<file path="src/rtl/be_mem_pkg.sv">
// Shared types and constants for the cache back-end to SRAM controller.
package be_mem_pkg;

  localparam int          WAIT_CNT_W = 4;
  localparam logic [31:0] ERR_RDATA  = 32'hDEAD_BEEF;

  typedef enum logic [1:0] {
    ST_IDLE   = 2'd0,
    ST_WAIT   = 2'd1,
    ST_ACCESS = 2'd2,
    ST_RESP   = 2'd3
  } state_t;

  // Byte-address bits that lie above the SRAM window for a given word-address width.
  function automatic logic [31:0] addr_hi_mask(input int unsigned aw);
    if (aw + 2 >= 32) begin
      addr_hi_mask = 32'd0;
    end else begin
      addr_hi_mask = ~((32'd1 << (aw + 2)) - 32'd1);
    end
  endfunction

endpackage

</file>
<file path="src/rtl/be_wait_cnt.sv">
// Loadable down-counter that paces the wait states ahead of each SRAM access.
module be_wait_cnt
  import be_mem_pkg::*;
(
  input  logic                  clk,
  input  logic                  reset_n,
  input  logic                  i_load,
  input  logic [WAIT_CNT_W-1:0] i_load_val,
  input  logic                  i_dec,
  output logic [WAIT_CNT_W-1:0] o_cnt,
  output logic                  o_zero
);

  logic [WAIT_CNT_W-1:0] r_cnt;

  // NOTE: state registers use non-blocking assignments so every flop samples pre-edge values.
  always_ff @(posedge clk or negedge reset_n) begin
    if (!reset_n) begin
      r_cnt <= '0;
    end else if (i_load) begin
      r_cnt <= i_load_val;
    end else if (i_dec && (r_cnt != '0)) begin
      r_cnt <= r_cnt - WAIT_CNT_W'(1);
    end
  end

  assign o_cnt  = r_cnt;
  assign o_zero = (r_cnt == '0);

endmodule

</file>
<file path="src/rtl/be_mem_ctrl.sv">
// Cache back-end to single-port SRAM controller with programmable wait states.
// Define BE_MEM_ERR_EN to flag out-of-range addresses instead of aliasing them.
module be_mem_ctrl
  import be_mem_pkg::*;
#(
  parameter int MEM_ADDR_W = 12,
  parameter int WAIT_CYC   = 2
) (
  input  logic                  clk,
  input  logic                  reset_n,
  input  logic                  be_valid_i,
  input  logic [31:0]           be_addr_i,
  input  logic [31:0]           be_wdata_i,
  input  logic [3:0]            be_wstrb_i,
  output logic                  be_ready_o,
  output logic                  be_rvalid_o,
  output logic [31:0]           be_rdata_o,
  output logic                  mem_en_o,
  output logic [3:0]            mem_we_o,
  output logic [MEM_ADDR_W-1:0] mem_addr_o,
  output logic [31:0]           mem_wdata_o,
  input  logic [31:0]           mem_rdata_i,
  output logic                  err_o
);

  localparam logic [WAIT_CNT_W-1:0] WAIT_LOAD = WAIT_CNT_W'(WAIT_CYC);

  state_t                r_state;
  state_t                w_state_nxt;
  logic [MEM_ADDR_W-1:0] r_addr;
  logic [31:0]           r_wdata;
  logic [3:0]            r_wstrb;

  logic                  w_accept;
  logic                  w_mem_ok;
  logic [31:0]           w_rdata_resp;
  logic [WAIT_CNT_W-1:0] w_cnt;
  logic                  w_cnt_zero;
  logic                  w_unused;

  assign w_accept = (r_state == ST_IDLE) && be_valid_i;

  // Byte-lane bits and, when aliasing, the upper address bits never select a word.
  assign w_unused = &{1'b0, be_addr_i};

  be_wait_cnt u_wait_cnt (
    .clk        (clk),
    .reset_n    (reset_n),
    .i_load     (w_accept),
    .i_load_val (WAIT_LOAD),
    .i_dec      (r_state == ST_WAIT),
    .o_cnt      (w_cnt),
    .o_zero     (w_cnt_zero)
  );

  always_ff @(posedge clk or negedge reset_n) begin
    if (!reset_n) begin
      r_state <= ST_IDLE;
    end else begin
      r_state <= w_state_nxt;
    end
  end

  always_ff @(posedge clk or negedge reset_n) begin
    if (!reset_n) begin
      r_addr  <= '0;
      r_wdata <= '0;
      r_wstrb <= '0;
    end else if (w_accept) begin
      r_addr  <= be_addr_i[MEM_ADDR_W+1:2];
      r_wdata <= be_wdata_i;
      r_wstrb <= be_wstrb_i;
    end
  end

`ifdef BE_MEM_ERR_EN
  localparam logic [31:0] HI_MASK = addr_hi_mask(MEM_ADDR_W);

  logic r_oor;
  logic r_err;

  always_ff @(posedge clk or negedge reset_n) begin
    if (!reset_n) begin
      r_oor <= 1'b0;
      r_err <= 1'b0;
    end else begin
      if (w_accept) begin
        r_oor <= |(be_addr_i & HI_MASK);
      end
      if ((r_state == ST_ACCESS) && r_oor) begin
        r_err <= 1'b1;
      end
    end
  end

  assign w_mem_ok     = ~r_oor;
  assign w_rdata_resp = r_oor ? ERR_RDATA : mem_rdata_i;
  assign err_o        = r_err;
`else
  assign w_mem_ok     = 1'b1;
  assign w_rdata_resp = mem_rdata_i;
  assign err_o        = 1'b0;
`endif

  // NOTE: every output and the next state get a default first so no latch is inferred.
  always_comb begin
    w_state_nxt = r_state;
    be_ready_o  = 1'b0;
    be_rvalid_o = 1'b0;
    be_rdata_o  = '0;
    mem_en_o    = 1'b0;
    mem_we_o    = '0;
    mem_addr_o  = '0;
    mem_wdata_o = '0;

    case (r_state)
      ST_IDLE: begin
        if (be_valid_i) begin
          w_state_nxt = (WAIT_CYC == 0) ? ST_ACCESS : ST_WAIT;
        end
      end
      ST_WAIT: begin
        if (w_cnt_zero || (w_cnt == WAIT_CNT_W'(1))) begin
          w_state_nxt = ST_ACCESS;
        end
      end
      ST_ACCESS: begin
        be_ready_o = 1'b1;
        if (w_mem_ok) begin
          mem_en_o    = 1'b1;
          mem_we_o    = r_wstrb;
          mem_addr_o  = r_addr;
          mem_wdata_o = r_wdata;
        end
        w_state_nxt = (r_wstrb != 4'b0000) ? ST_IDLE : ST_RESP;
      end
      ST_RESP: begin
        be_rvalid_o = 1'b1;
        be_rdata_o  = w_rdata_resp;
        w_state_nxt = ST_IDLE;
      end
      default: begin
        w_state_nxt = ST_IDLE;
      end
    endcase
  end

endmodule

</file>
<file path="config.mk">
export PLATFORM = sky130hd
export DESIGN_NAME = be_mem_ctrl
export DESIGN_NICKNAME = d
export VERILOG_FILES = /design/src/rtl/be_mem_pkg.sv /design/src/rtl/be_wait_cnt.sv /design/src/rtl/be_mem_ctrl.sv
export SDC_FILE = /design/constraint.sdc
export NUM_CORES = 1
export LEC_CHECK = 0
export ABC_AREA = 1
export CAP_MARGIN = 20
export CELL_PAD_IN_SITES_DETAIL_PLACEMENT = 2
export CELL_PAD_IN_SITES_GLOBAL_PLACEMENT = 2
export CORE_UTILIZATION = 19
export CTS_CLUSTER_DIAMETER = 150
export DETAILED_ROUTE_END_ITERATION = 8
export GPL_TIMING_DRIVEN = 0
export PLACE_DENSITY_LB_ADDON = 0.12
export SLEW_MARGIN = 10
export SYNTH_ARGS = -nofsm -noshare
export SYNTH_HDL_FRONTEND = slang
export SYNTH_SLANG_ARGS = --single-unit
</file>
<file path="constraint.sdc">
create_clock -name clk -period 2 [get_ports clk]
set_input_delay 0.4 -clock clk [delete_from_list [all_inputs] [get_ports clk]]
set_output_delay 0.4 -clock clk [all_outputs]
set_load 0.01 [all_outputs]
</file>
==> results of run 1 <==
==> where the power goes <==
part	total (uW)	switching, uW	leakage (uW)	internal, uW
Clock	1010	420	0.0000842	594
Sequential	1780	184	0.000596	1600
Combinational	2540	1500	0.00206	1040
Total	5340	2100	0.00274	3230
==> cells by family (layout without fill, tap and decap cells) <==
kind of cell	Yosys count	after routing	share of synthesized area, %
AND/OR/NAND/NOR	162	162	23.1
AO/OA/AOI/OAI	50	50	9.11
XOR/XNOR	1	1	0.319
adder cells (fa/ha/maj)	3	3	1.37
flip-flops	54	54	49.2
other	1	1	0.137
buffers and inverters	110	286	16.8
==> area by class of cell <==
class | instances | area (um^2)
fillers | 1671 | 9330
flip-flops and latches | 54 | 1350
clock buffers | 5 | 125
multi-input cells | 217 | 952
repair buffers | 168 | 1470
plain buffers | 21 | 164
well taps | 180 | 225
inverters | 89 | 334
clock inverters | 3 | 43.8
==> cell usage in the layout, fill, tap and decap left out <==
master	synthesis	layout
clkinv_2	0	1
clkbuf_4	0	2
nand2_1	17	16
clkdlybuf4s15_2	0	2
conb_1	1	1
dfrtp_2	0	1
buf_2	8	28
clkdlybuf4s50_1	0	82
xor2_1	1	1
bufinv_16	0	1
nand3_2	1	1
a21oi_1	49	49
nor2_4	0	1
nand2_4	0	1
inv_1	84	84
dlymetal6s2s_1	0	3
clkbuf_8	0	2
or2_2	1	1
nand3_1	9	9
inv_2	5	5
dfrtp_1	54	53
nand3b_1	1	1
clkbuf_16	0	5
buf_4	6	11
clkdlybuf4s15_1	0	1
nor2_2	1	2
dlygate4sd2_1	0	44
clkbuf_2	0	11
o21ai_0	1	1
inv_6	0	1
nor2_1	132	130
buf_6	2	3
ha_1	3	3
==> stage by stage <==
stage                     total power, uW  setup TNS (ns)
after CTS                            5490         -0.0239
final                                5340               0
after detailed placement             4600           -8.21
after floorplan                      3240               0
after global placement               4480          -87.78
after global routing                 5830               0
==> state kept, by name, summed over array words and instances (netlist names) <==
name,flops
r_wdata,32
r_addr,12
r_wstrb,4
u_wait_cnt.o_cnt,4
r_state,2
==> routing by layer <==
| layer | wire length (um) | part of all wire [%] |
|---|---|---|
| met5 | 0 | 0 |
| met4 | 104 | 1.0 |
| met1 | 4460 | 43 |
| met2 | 4840 | 47 |
| met3 | 960 | 9.3 |
==> critical path, cell delays in order <==
cell and delay [ns]:
clkdlybuf4s50_1 0.45, inv_1 0.04, nor2_1 0.09, clkdlybuf4s50_1 0.55
==> worst paths after layout <==
path,start,endpoint,cells past startpoint
min in group clk,r_wdata[3],r_wdata[3],2
max in group asynchronous,reset_n,r_state[0],1
worst min-delay path,reset_n,r_wdata[7],1
worst max-delay path,mem_rdata_i[1],be_rdata_o[1],4
worst min register to register,r_wdata[3],r_wdata[3],2
worst max register to register,r_state[0],r_addr[2],6
==> timing repair <==
action,CTS,global route
pin swaps,1,0
setup buffers,2,1
hold endpoints to repair,0,0
endpoints found under the setup margin,82,35
gates resized for setup,172,21
==> out/results.txt, run 1 <==
CTS root buf - clkbuf_16
Non-Filler Instances - 737
Pwr dens - 1150 nW/um^2
Post-DP HPWL - 7910 um
Async set or reset register ratio after synthesis - 100%
Post-synth top flop - dfrtp_1
Fin crit period - 1.93 ns
Seq/Total Area, Yosys - 49.2%
Total global routing overflow - 0
Placed cells - 726
Syn Nets - 487
Ports - 187
Post-layout util - 33.3%
Worst Slack Setup Final - 0.0701 ns
Final hold slack - 0.170 ns
Worst Path Max Fanout - 1
Die width - 122 um
Initial core utilization - 19.6%
Final Cycle Share - 96.5%
Fmax - 518 MHz
Area Growth Syn to Fin - 69.8%
Wire per inst - 14.1 um
Post-CTS Hold Buffers - 0
Clk sink count - 54
Vias in the first global route - 3302
GP Congestion - 0.685
Initial antenna violation count - 0
Yosys top cell by area - dfrtp_1
Flop2flop setup slack - 0.57 ns
Final WL - 10400 um
DP Area - 4620 um^2
Num CTS Buffers - 5
Detailed Routing Iterations Pass 1 - 4
First-pass GRT wire length - 16200 um
LEAKAGE - 0.00274 uW
Met3 global-route usage - 4.32%
Peak VDD IR - 0.347 mV
Met2 capacity usage during global routing - 24.2%
Core area - 14000 um^2
Cell Area, Synth - 2750 um^2
Buffers on Ports - 165
Die Span Y - 122 um
Vias per inst - 4.06
Final Hold Fails - 0
Outcome - completed
GRT Total Usage - 14.0%
Synth cell count leaders - 132 x nor2_1, 84 x inv_1, 54 x dfrtp_1
CTS tree - done
Setup violations, final - 0
Row count - 43
Worst EP required - 1.60 ns
Met1 usage - 16.8%
Nets - 662
Data arrival time of the worst path - 1.53 ns
CP Capture Type - output pin
Die area - 14900 um^2
Reg clk slew, reported paths - 0.08 ns
Share of the synthesized area in the top cell type - 49.2%
Top-count cell post-synth - nor2_1
Post-place setup slack - -0.247 ns
Setup CP Type - input port to output pin
Clk_lat worst skew - 0.30 ns
Largest net degree at the start of global routing - 55
Synth cell types - 19
DR vias - 2994
Synthesized area per cell - 7.21 um^2
Clock buffer depth - 2
Worst min path class - input port to asynchronous set/reset pin
Slew Limit Fails - 0
RSZ-0062 raised after global routing - no
Post-Synthesis Cells - 381
Layout cells sized above 1 - 14.2%
Worst setup SP type - input port
Initial DRC count - 87
# diodes - 0
Worst Skew - 0.00982 ns
EDFF count, synth - 0
Max-slew headroom - 50.6%
Routed Antenna Nets - 0
# H-tree levels - 2
Dominant cells by area after synthesis - dfrtp_1 49%, nor2_1 18%, inv_1 11%
Max-Cap Viols - 0
Yosys Warn Count - 0
Worst Max-Slew Pin Slew - 0.740 ns
Global route hottest layer - met2
Flops & latches, synth - 54
Post-route cell area - 4660 um^2
DR DRC count - 0
No activity file was read; power rests on OpenSTA's default activity.
==> inputs of run 2 (changes only) <==
--- a/config.mk
+++ b/config.mk
@@ -13,7 +13,9 @@
 export CTS_CLUSTER_DIAMETER = 150
 export DETAILED_ROUTE_END_ITERATION = 8
 export GPL_TIMING_DRIVEN = 0
+export HOLD_SLACK_MARGIN = 0.08
 export PLACE_DENSITY_LB_ADDON = 0.12
+export RECOVER_POWER = 100
 export SLEW_MARGIN = 10
 export SYNTH_ARGS = -nofsm -noshare
 export SYNTH_HDL_FRONTEND = slang
==> run 2 against run 1 <==
- sequential cell count stayed put
- via count is 0.43% higher
- first-iteration DRC count is 3.4% higher
- clock power hardly changed
- global-route usage stayed put
- sequential power hardly changed
- critical path depth stayed put
- clock-buffer cell count stayed put
- combinational power is 3% lower
- sequential share of layout area is 0.50 points higher
- maximum frequency hardly changed
- critical path type unchanged
==> out/results.txt, run 2 (same netlist as run 1, synthesis figures left out) <==
First-pass GRT wire length - 16200 um (unchanged)
Total global routing overflow - 0 (unchanged)
Top Registers - r_wdata (32), r_addr (12)
Most frequent cells in the layout - 131 x nor2_1, 85 x inv_1, 82 x clkdlybuf4s50_1, 53 x dfrtp_1, 49 x a21oi_1
Flop2flop setup slack - 0.15 ns (-0.42 ns)
Setup violations, final - 0 (unchanged)
Pwr Total - 5260 uW (-1.4%)
DP Area - 4620 um^2 (unchanged)
Setup CP Type - input port to output pin
GRT Total Usage - 14.0% (unchanged)
Final-layout fill cell count - 1689 (+1.1%)
Non-Filler Instances - 737 (unchanged)
Vias per inst - 4.08 (+0.43%)
GP Congestion - 0.685 (unchanged)
Worst setup SP type - input port
Max reg flops - 32 (unchanged)
Data arrival time of the worst path - 1.53 ns (about the same)
# diodes - 0 (unchanged)
Initial antenna violation count - 0 (unchanged)
Core area - 14000 um^2 (unchanged)
Largest net degree at the start of global routing - 55 (unchanged)
Placed cells - 726 (unchanged)
Nets - 662 (unchanged)
Pwr dens - 1150 nW/um^2 (+0.25%)
Detailed Routing Iterations Pass 1 - 4 (unchanged)
DR vias - 3007 (+0.43%)
Worst Path Max Fanout - 1 (unchanged)
# H-tree levels - 2 (unchanged)
LEAKAGE - 0.00259 uW (-5.4%)
DR DRC count - 0 (unchanged)
Post-layout util - 32.8% (-0.56 points)
Initial core utilization - 19.6% (unchanged)
Row count - 43 (unchanged)
Post-route cell area - 4580 um^2 (-1.7%)
Peak VDD IR - 0.336 mV (-3.1%)
RSZ-0062 raised after global routing - no
Worst Max-Slew Pin Slew - 1.45 ns (+0.711 ns)
Final WL - 10400 um (about the same)
Clock buffer depth - 2 (unchanged)
Commonest non-fill, non-tap cell in the layout - nor2_1
Worst EP required - 1.60 ns (about the same)
Layout cells sized above 1 - 7.72% (-6.5 points)
Post-DP HPWL - 7910 um (unchanged)
Final Hold Fails - 0 (unchanged)
Die width - 122 um (unchanged)
Max-slew headroom - 3.27% (-47 points)
Buffers on Ports - 165 (unchanged)
Vias in the first global route - 3302 (unchanged)
Outcome - completed
Slew Limit Fails - 0 (unchanged)
Area Growth Syn to Fin - 66.9%
CTS root buf - clkbuf_16
Num CTS Buffers - 5 (unchanged)
Fin crit period - 1.93 ns (+0.0000610 ns)
CP Capture Type - output pin
Final Cycle Share - 96.5% (about the same)
Wire per inst - 14.1 um (about the same)
Initial DRC count - 90 (+3.4%)
Final setup TNS - 0 ns (unchanged)
Reg clk slew, reported paths - 0.08 ns (about the same)
CTS tree - done
Clk_lat worst skew - 0.30 ns (about the same)
Fmax - 518 MHz (about the same)
Post-CTS Hold Buffers - 0 (unchanged)
Die Span Y - 122 um (unchanged)
Routed Antenna Nets - 0 (unchanged)
Worst min path class - input port to asynchronous set/reset pin
Max-Cap Viols - 0 (unchanged)
Ports - 187 (unchanged)
Clk sink count - 54 (unchanged)
Top reg by flops - r_wdata
Worst Skew - 0.00925 ns (-0.000568 ns)
Die area - 14900 um^2 (unchanged)
==> run 2: cell count changes in the layout (fill, tap and decap cells not counted) <==
| cell | before | now |
|---|---|---|
| buf_2 | 28 | 4 |
| buf_4 | 11 | 6 |
| clkbuf_1 | 0 | 34 |
| clkbuf_2 | 11 | 8 |
| clkdlybuf4s15_1 | 1 | 0 |
| clkdlybuf4s15_2 | 2 | 0 |
| dlygate4sd2_1 | 44 | 47 |
| dlymetal6s2s_1 | 3 | 1 |
| inv_1 | 84 | 85 |
| inv_2 | 5 | 4 |
| nor2_1 | 130 | 131 |
| nor2_2 | 2 | 1 |
==> run 2: power breakdown <==
| part | switching, uW | leakage, uW | internal (uW) | total, uW |
|---|---|---|---|---|
| registers | 183 | 0.000596 | 1600 | 1780 |
| logic | 1500 | 0.00191 | 967 | 2470 |
| clock network | 419 | 0.0000842 | 594 | 1010 |
| total | 2100 | 0.00259 | 3160 | 5260 |
==> run 2: final timing paths <==
kind                           startpoint       endpoint  cells past startpoint
max                        mem_rdata_i[1]  be_rdata_o[1]                      4
min                               reset_n     r_wdata[7]                      1
max in group asynchronous         reset_n     r_state[0]                      1
min in group clk               r_wdata[3]     r_wdata[3]                      2
max reg2reg                    r_state[0]    r_wdata[25]                      6
min reg2reg                    r_wdata[3]     r_wdata[3]                      2
==> run 2: worst max-delay path: stages <==
cell and delay [ns]:
clkdlybuf4s50_1 0.45, inv_1 0.04, nor2_1 0.09, clkdlybuf4s50_1 0.55
==> run 2: per-layer routing <==
metal,share of wire (%),vias to the layer above,global-route usage (%)
met5,0,-,0
met4,1.0,0,3.66
met3,9.3,7,4.32
met2,47,122,24.2
met1,43,1427,16.8
li1,-,1451,-
==> run 2: through the flow <==
| stage | worst slack (ns) | hold WS [ns] |
|---|---|---|
| global placement | -1.51 | 0.491 |
| floorplan | 0.445 | 0.104 |
| finish | 0.0701 | 0.454 |
| global route | 0.0134 | 0.539 |
| detailed placement | -0.247 | 0.504 |
| CTS | -0.0239 | 0.203 |
==> run 2: area by class of cell <==
class	instances	area [um^2]	area share, %
clock inverter	3	43.8	0.955
buffer	21	156	3.41
clock buffer	5	125	2.73
multi-input combinational	217	950	20.7
inverter	89	334	7.29
tap	180	225	4.91
timing repair buffer	168	1400	30.5
sequential	54	1350	29.5
==> run 2: what timing repair did <==
item,4_1_cts,5_1_grt
pin swaps,1,0
resized for setup,172,21
endpoints found under the hold margin,0,0
endpoints found under the setup margin,82,35
buffers inserted,2,1
